===== config.mk =====
export PLATFORM = sky130hd
export DESIGN_NAME = instr_prefetch_queue
export DESIGN_NICKNAME = d
export VERILOG_FILES = /design/src/rtl/instr_prefetch_queue.sv
export SDC_FILE = /design/constraint.sdc
export NUM_CORES = 1
export LEC_CHECK = 0
export CAP_MARGIN = 40
export CORE_MARGIN = 8
export CORE_UTILIZATION = 35
export DETAILED_ROUTE_END_ITERATION = 16
export SLEW_MARGIN = 20
export SYNTH_ARGS = -nofsm -noshare
export SYNTH_HDL_FRONTEND = slang
export SYNTH_SLANG_ARGS = --single-unit

===== constraint.sdc =====
create_clock -name clk -period 9.7 [get_ports clk]
set_input_delay 1.94 -clock clk [delete_from_list [all_inputs] [get_ports clk]]
set_output_delay 1.94 -clock clk [all_outputs]
set_load 0.01 [all_outputs]

===== src/rtl/instr_prefetch_queue.sv =====
// Instruction prefetch queue feeding the IF/ID register.
// In-order imem requests, PC+instr FIFO, redirect flush.
module instr_prefetch_queue #(
    parameter int              PC_W     = 9,
    parameter int              INS_W    = 32,
    parameter int              DEPTH    = 4,
    parameter int              MAX_OUT  = 2,
    parameter logic [PC_W-1:0] RESET_PC = '0
) (
    input  logic             clk,
    input  logic             reset,
    output logic             imem_req,
    output logic [PC_W-1:0]  imem_addr,
    input  logic             imem_ready,
    input  logic             imem_rvalid,
    input  logic [INS_W-1:0] imem_rdata,
    input  logic             redirect,
    input  logic [PC_W-1:0]  redirect_pc,
    output logic             out_valid,
    output logic [PC_W-1:0]  out_pc,
    output logic [INS_W-1:0] out_instr,
    input  logic             out_ready
);

    localparam int AW = (DEPTH > 1) ? $clog2(DEPTH) : 1;
    localparam int CW = $clog2(DEPTH + 1);
    localparam int OW = $clog2(MAX_OUT + 1);
    localparam int PW = (MAX_OUT > 1) ? $clog2(MAX_OUT) : 1;
    localparam int SW = $clog2(DEPTH + MAX_OUT + 1) + 1;

    logic [PC_W-1:0]  fetch_pc;
    logic [PC_W-1:0]  fifo_pc  [DEPTH];
    logic [INS_W-1:0] fifo_ins [DEPTH];
    logic [AW-1:0]    rd_ptr;
    logic [AW-1:0]    wr_ptr;
    logic [CW-1:0]    count;
    logic [OW-1:0]    out_cnt;
    logic [OW-1:0]    drop_cnt;
    logic [PC_W-1:0]  pend_pc  [MAX_OUT];
    logic [PW-1:0]    pend_rd;
    logic [PW-1:0]    pend_wr;
    logic [SW-1:0]    inflight;
    logic             issue;
    logic             resp;
    logic             push;
    logic             pop;

    function automatic logic [PW-1:0] pnext(input logic [PW-1:0] p);
        return (p == PW'(MAX_OUT - 1)) ? '0 : p + PW'(1);
    endfunction

    assign imem_addr = fetch_pc;
    assign out_valid = (count != '0);

    // Credit check and per-cycle event decode
    always_comb begin
        inflight = SW'(count) + SW'(out_cnt) - SW'(drop_cnt);
        imem_req = reset && !redirect
                && (out_cnt < OW'(MAX_OUT))
                && (inflight < SW'(DEPTH));
        issue    = imem_req && imem_ready;
        resp     = imem_rvalid && (out_cnt != '0);
        push     = resp && (drop_cnt == '0) && !redirect;
        pop      = out_valid && out_ready && !redirect;
    end

    // Head entry, zeroed when the queue is empty
    always_comb begin
        out_pc    = '0;
        out_instr = '0;
        if (out_valid) begin
            out_pc    = fifo_pc[rd_ptr];
            out_instr = fifo_ins[rd_ptr];
        end
    end

    // Control state: fetch PC, pointers, counters
    always_ff @(posedge clk or negedge reset) begin
        if (!reset) begin
            fetch_pc <= RESET_PC;
            rd_ptr   <= '0;
            wr_ptr   <= '0;
            count    <= '0;
            out_cnt  <= '0;
            drop_cnt <= '0;
            pend_rd  <= '0;
            pend_wr  <= '0;
        end else begin
            if (issue)
                pend_wr <= pnext(pend_wr);
            if (resp)
                pend_rd <= pnext(pend_rd);
            out_cnt <= out_cnt + OW'(issue) - OW'(resp);
            if (redirect) begin
                fetch_pc <= redirect_pc;
                rd_ptr   <= '0;
                wr_ptr   <= '0;
                count    <= '0;
                drop_cnt <= out_cnt - OW'(resp);
            end else begin
                if (issue)
                    fetch_pc <= fetch_pc + PC_W'(4);
                if (resp && (drop_cnt != '0))
                    drop_cnt <= drop_cnt - OW'(1);
                if (push)
                    wr_ptr <= wr_ptr + AW'(1);
                if (pop)
                    rd_ptr <= rd_ptr + AW'(1);
                count <= count + CW'(push) - CW'(pop);
            end
        end
    end

    // Storage: pending addresses and buffered instructions
    always_ff @(posedge clk) begin
        if (issue)
            pend_pc[pend_wr] <= fetch_pc;
        if (push) begin
            fifo_pc[wr_ptr]  <= pend_pc[pend_rd];
            fifo_ins[wr_ptr] <= imem_rdata;
        end
    end

endmodule

== Yosys cells after proc, flatten, opt, wreduce, memory -nomap -nowiden ==
Memories as Yosys holds them, arrays and structs flattened.
Cells that the tools add are included.

* Order comparisons: 2
* Bitwise gates (word level): 0
* Multiply operators: 0
* Reduce and logical (&&, ||, !) cells: 19
* Multiplexer cells: 17
* Div/mod/pow operators: 0
* $add $sub $neg: 13
* Shift-type cells: 0
* Equal/unequal tests: 0

{| class="wikitable"
|+ Operators by type and width
! cell !! number
|-
| 2-to-1 mux 32 bit || 1
|-
| 2-to-1 mux 9 bit || 3
|-
| 2-to-1 mux 2 bit || 6
|-
| nonzero test 2 bit || 6
|-
| logical AND 1 bit || 10
|-
| adder 9 x 3 -> 9 bit (second input constant) || 1
|-
| 2-to-1 mux 1 bit || 6
|-
| adder 2 x 1 -> 2 bit (second input constant) || 2
|-
| adder 3 x 2 -> 4 bit || 1
|-
| < comparator 4 x 3 -> 1 bit (second input constant) || 1
|-
| subtractor 2 x 1 -> 2 bit || 2
|-
| subtractor 4 x 2 -> 4 bit || 1
|-
| adder 3 x 1 -> 3 bit || 1
|-
| 2-to-1 mux 3 bit || 1
|-
| nonzero test 3 bit || 1
|-
| subtractor 3 x 1 -> 3 bit || 1
|-
| adder 1 bit (second input constant) || 2
|-
| adder 2 x 1 -> 2 bit || 1
|-
| zero test 2 bit || 1
|-
| < comparator 2 bit (second input constant) || 1
|-
| subtractor 2 x 1 -> 2 bit (second input constant) || 1
|-
| zero test 1 bit || 1
|}

* Latch bits: 0
* Bits in writable memories: 182
* Output and inout port bits: 52
* ROM bits: 0
* Word-level logic and storage cells: 62
* Memories kept: 3
* Register bits after elaboration: 22

{| class="wikitable"
|+ Memories
! memory !! depth !! width !! rd ports !! clocked after memory_dff !! write ports !! RTL line !! text
|-
| fifo_ins || 4 || 32 || 1 || 0 || 1 || 33 || <nowiki>logic [INS_W-1:0] fifo_ins [DEPTH];</nowiki>
|-
| fifo_pc || 4 || 9 || 1 || 0 || 1 || 32 || <nowiki>logic [PC_W-1:0] fifo_pc [DEPTH];</nowiki>
|-
| pend_pc || 2 || 9 || 1 || 0 || 1 || 39 || <nowiki>logic [PC_W-1:0] pend_pc [MAX_OUT];</nowiki>
|}

== Longest topological paths before layout ==
* Word-level depth: 7
* Depth in mapped cells: 14

== Worst setup path before layout ==
Ideal clock, no wire load.

* Path kind: input to output
* Start: in redirect
* End: out imem_req
* Stages on the path: 5
* Required time: 7760 ps
* Path slack: 4526 ps
* Arrival: 3234 ps
* Buffers on the path: 2
* Cells stage by stage: buf_6 -> or4b_1 -> or4_1 -> buf_6 -> nand2_1

* Word-level cells in the longest chain between the ends: 4

{| class="wikitable"
|+ Ends and longest elaborated chain
! element !! RTL line !! text
|-
| from (decl) || 17 || <nowiki>input logic redirect,</nowiki>
|-
| zero test 1 bit || 58 || <nowiki>imem_req = reset && !redirect</nowiki>
|-
| logical AND 1 bit || 58 ||
|-
| logical AND 1 bit || 59 || <nowiki>&& (out_cnt < OW'(MAX_OUT))</nowiki>
|-
| logical AND 1 bit || 60 || <nowiki>&& (inflight < SW'(DEPTH));</nowiki>
|-
| to (decl) || 12 || <nowiki>output logic imem_req,</nowiki>
|}

Every way passes these cells.

== Worst setup path in the final report ==
* Start: in reset
* End: out imem_req

* Word-level cells in the longest chain between the ends: 3

{| class="wikitable"
|+ Ends and longest elaborated chain
! element !! RTL line !! text
|-
| from (decl) || 11 || <nowiki>input logic reset,</nowiki>
|-
| logical AND 1 bit || 58 ||
|-
| logical AND 1 bit || 59 ||
|-
| logical AND 1 bit || 60 ||
|}

Every way passes these cells.

==> flow_summary.toml <==
[cts]
root_buffer = "clkbuf_16"
cts_hold_buf = 0
cts_made_buffers = 22
cts_tree = "yes"
post_cts_buffers = 0
cts_max_level = 1
cts_resized = 0
clock_sinks = 204
clk_latency_ns = 0.49
max-clock-path-buffers = 3
clk_pin_slew_ns = 0.06

[sta]
slew_headroom_pct = 46.0
fin_crit_sh_pct = 66.7
finClkSkew_ns = 0.00674
finalHoldViolCount = 0
clock.fmax_mhz = 155
timing.setup.tns_ns = 0
period_minus_slack_ns = 6.47
setup_slack_ns = 3.23
setup_violations = 0
tightest_slew_ns = 0.808
maxSlewViolCount = 0
rsz0062_at_grt = "no"

[final_layout]
final_common_cell = "edfxtp_1"
nets = 618
fillers = 2103
postLayoutCellArea_um2 = 10400
multi_input_area_um2 = 2140
mostFrequentLayoutCells = "edfxtp_1, clkdlybuf4s50_1, and2_1, mux4_2, clkbuf_16"
area_delta_synth_final_pct = 24.4
fin_util_pct = 44.3
regArea_um2 = 6020
layout-drive-gt1-share_pct = 17.4

[yosys]
yosys.area_share.simple_pct = 6.58
synth.distinct_cells = 41
synthAdderAreaFrac_pct = 2.58
yosys_register_bits = 204
syn-mean-instance-area_um2 = 18.7
synth_fp_nets = 508
synth_top_family_by_area = "multiplexers"
netlist_area_um2 = 8330
synth-xor-area-share_pct = 1.26
synth_cells = 445
muxShareOfSynthArea_pct = 13.0
yosys_warnings = 0
seq_area_frac_synth_pct = 72.2
synth_compound_area_share_pct = 2.28

[place]
dp_slack_ns = 3.24
gp_congestion = 0.793
dpl_cell_area_um2 = 9690
dp_hpwl_um = 10000
numPortBuffers = 98

[floorplan]
io_pins = 99
die_h_um = 170
fp-row-count = 56
dieArea_um2 = 29000
die_w_um = 170
start_util_pct = 35.6
fp.coreArea_um2 = 23400

[setup_path]
cp-startpoint = "reset"
max_stage_delay_ns = 0.61
crit_path_top_delay_cell = "or4_1"
worst_ep_required_time_ns = 7.76
worstSetupPathType = "input port to output port"
crit_buf_inv = 3
critPathTopFamily = "buffers and inverters"
worstPathArrival_ns = 4.53
cp-start-kind = "input port"
rr_startpoint = "out_cnt[1]$_DFF_PN0_"
path_max_fanout = 24
crit_path_frequent_cell = "clkdlybuf4s50_1"
path_cells = "clkdlybuf4s50_1, buf_4, or4b_1, or4_1, nand2_1, clkdlybuf4s50_1"
end_kind = "output port"

[routing]
initialDrtViolationCount = 260
firstDrtPassIters = 4
totalWireLength_um = 16600
via_per_inst = 4.88
avgRoutedWirePerCell_um = 18.7
vias = 4336
drc = 0
detail-route-antenna-nets = 0

[global_routing]
antenna_found_initial = 0
grt.overflow.total = 0
track_usage_pct = 11.6
grt_pass1_wl_um = 26500
grt_max_degree = 45
grt_pass1_vias = 4774

[outcome]
status = "finished, final reports clean"

[power]
power_uw = 2600
powerDensity_nw_per_um2 = 251
ir_drop_v = 0.000128
p_leak_uw = 0.00344

[worst_hold_path]
min_path_type = "flip-flop to flip-flop"
hold_start = "pend_wr$_DFFE_PN0P_"

[flow_run]
cap_violations = 0
## cells by family (layout without fill, tap and decap cells)
kind of cell | Yosys count | count (layout)
AOI/OAI and AO/OA | 23 | 23
xor gates and xnor gates | 12 | 12
adders and majority gates | 16 | 16
buffers and inverters | 41 | 164
DFF | 204 | 204
muxes | 55 | 55
other | 0 | 1
and+or+nand+nor | 94 | 94
## state kept, by name, summed over array words and instances (netlist names)
register   flops
pend_rd        1
wr_ptr         2
count          3
fifo_ins     128
imem_addr      9
rd_ptr         2
pend_wr        1
drop_cnt       2
out_cnt        2
pend_pc       18
fifo_pc       36
## where the power goes
group / leakage (uW) / switching, uW / internal [uW]
registers: 0.00190 / 62.7 / 1030
clock network: 0.000326 / 314 / 454
logic: 0.00121 / 332 / 403
## area by class of cell
type                            instances  share of cell area, %
Antenna cell                            1                 0.0242
Clock buffer                           26                   5.67
Clock inverter                         11                  0.737
Inverter                               19                  0.689
Multi-Input combinational cell        200                   20.7
Sequential cell                       204                   58.1
Tap cell                              319                   3.85
Timing Repair Buffer                  108                   10.2
## final timing paths
check | slack (ns) | cells after the start | end
setup / recovery | 3.23 | 6 | imem_req
hold / removal | 0.49 | 1 | pend_wr$_DFFE_PN0P_
setup reg to reg | 6.02 | 8 | pend_pc[0][0]$_DFFE_PP_
hold reg to reg | 0.49 | 1 | pend_wr$_DFFE_PN0P_
max in group asynchronous | 7.63 | 2 | rd_ptr[1]$_DFFE_PN0P_
min in group asynchronous | 1.80 | 2 | imem_addr[3]$_DFFE_PN0P_
## metal layers
layer	global-route usage (%)	part of all wire, %	up-vias
met1	14.9	44	2233
li1	-	-	1959
met2	19.6	48	125
met3	2.66	6.2	19
met5	0	0	-
met4	2.67	1.3	0
## synthesized netlist by cell type (all sizes together)
cell | instances | area (um^2)
a2111oi | 1 | 27.5
a211o | 1 | 8.76
a211oi | 1 | 7.51
a21boi | 1 | 11.3
a21oi | 3 | 15.0
a22oi | 4 | 30.0
and2 | 46 | 288
and2b | 1 | 7.51
and3 | 1 | 6.26
and3b | 1 | 8.76
buf | 7 | 47.5
clkbuf | 15 | 56.3
dfrtp | 22 | 551
edfxtp | 182 | 5470
fa | 2 | 40.0
ha | 14 | 175
inv | 19 | 71.3
mux2 | 12 | 135
mux2i | 2 | 20.0
mux4 | 41 | 923
nand2 | 8 | 30.0
nand2b | 2 | 12.5
nand3 | 8 | 40.0
nand3b | 1 | 7.51
nand4 | 2 | 12.5
nor2 | 8 | 30.0
nor2b | 5 | 31.3
nor3 | 4 | 20.0
nor4 | 2 | 12.5
nor4bb | 1 | 10.0
o2111ai | 1 | 8.76
o211a | 2 | 20.0
o211ai | 5 | 37.5
o21ai | 3 | 15.0
o311ai | 1 | 8.76
or3 | 1 | 6.26
or4 | 2 | 15.0
or4b | 1 | 10.0
xnor2 | 8 | 70.1
xor2 | 4 | 35.0
## stage by stage
stage	std cells	hold slack (ns)
floorplan	445	0.455
finish	888	0.494
global route	887	0.522
global placement	849	0.472
CTS	887	0.494
detailed placement	850	0.481
No activity file was read; power rests on OpenSTA's default activity.
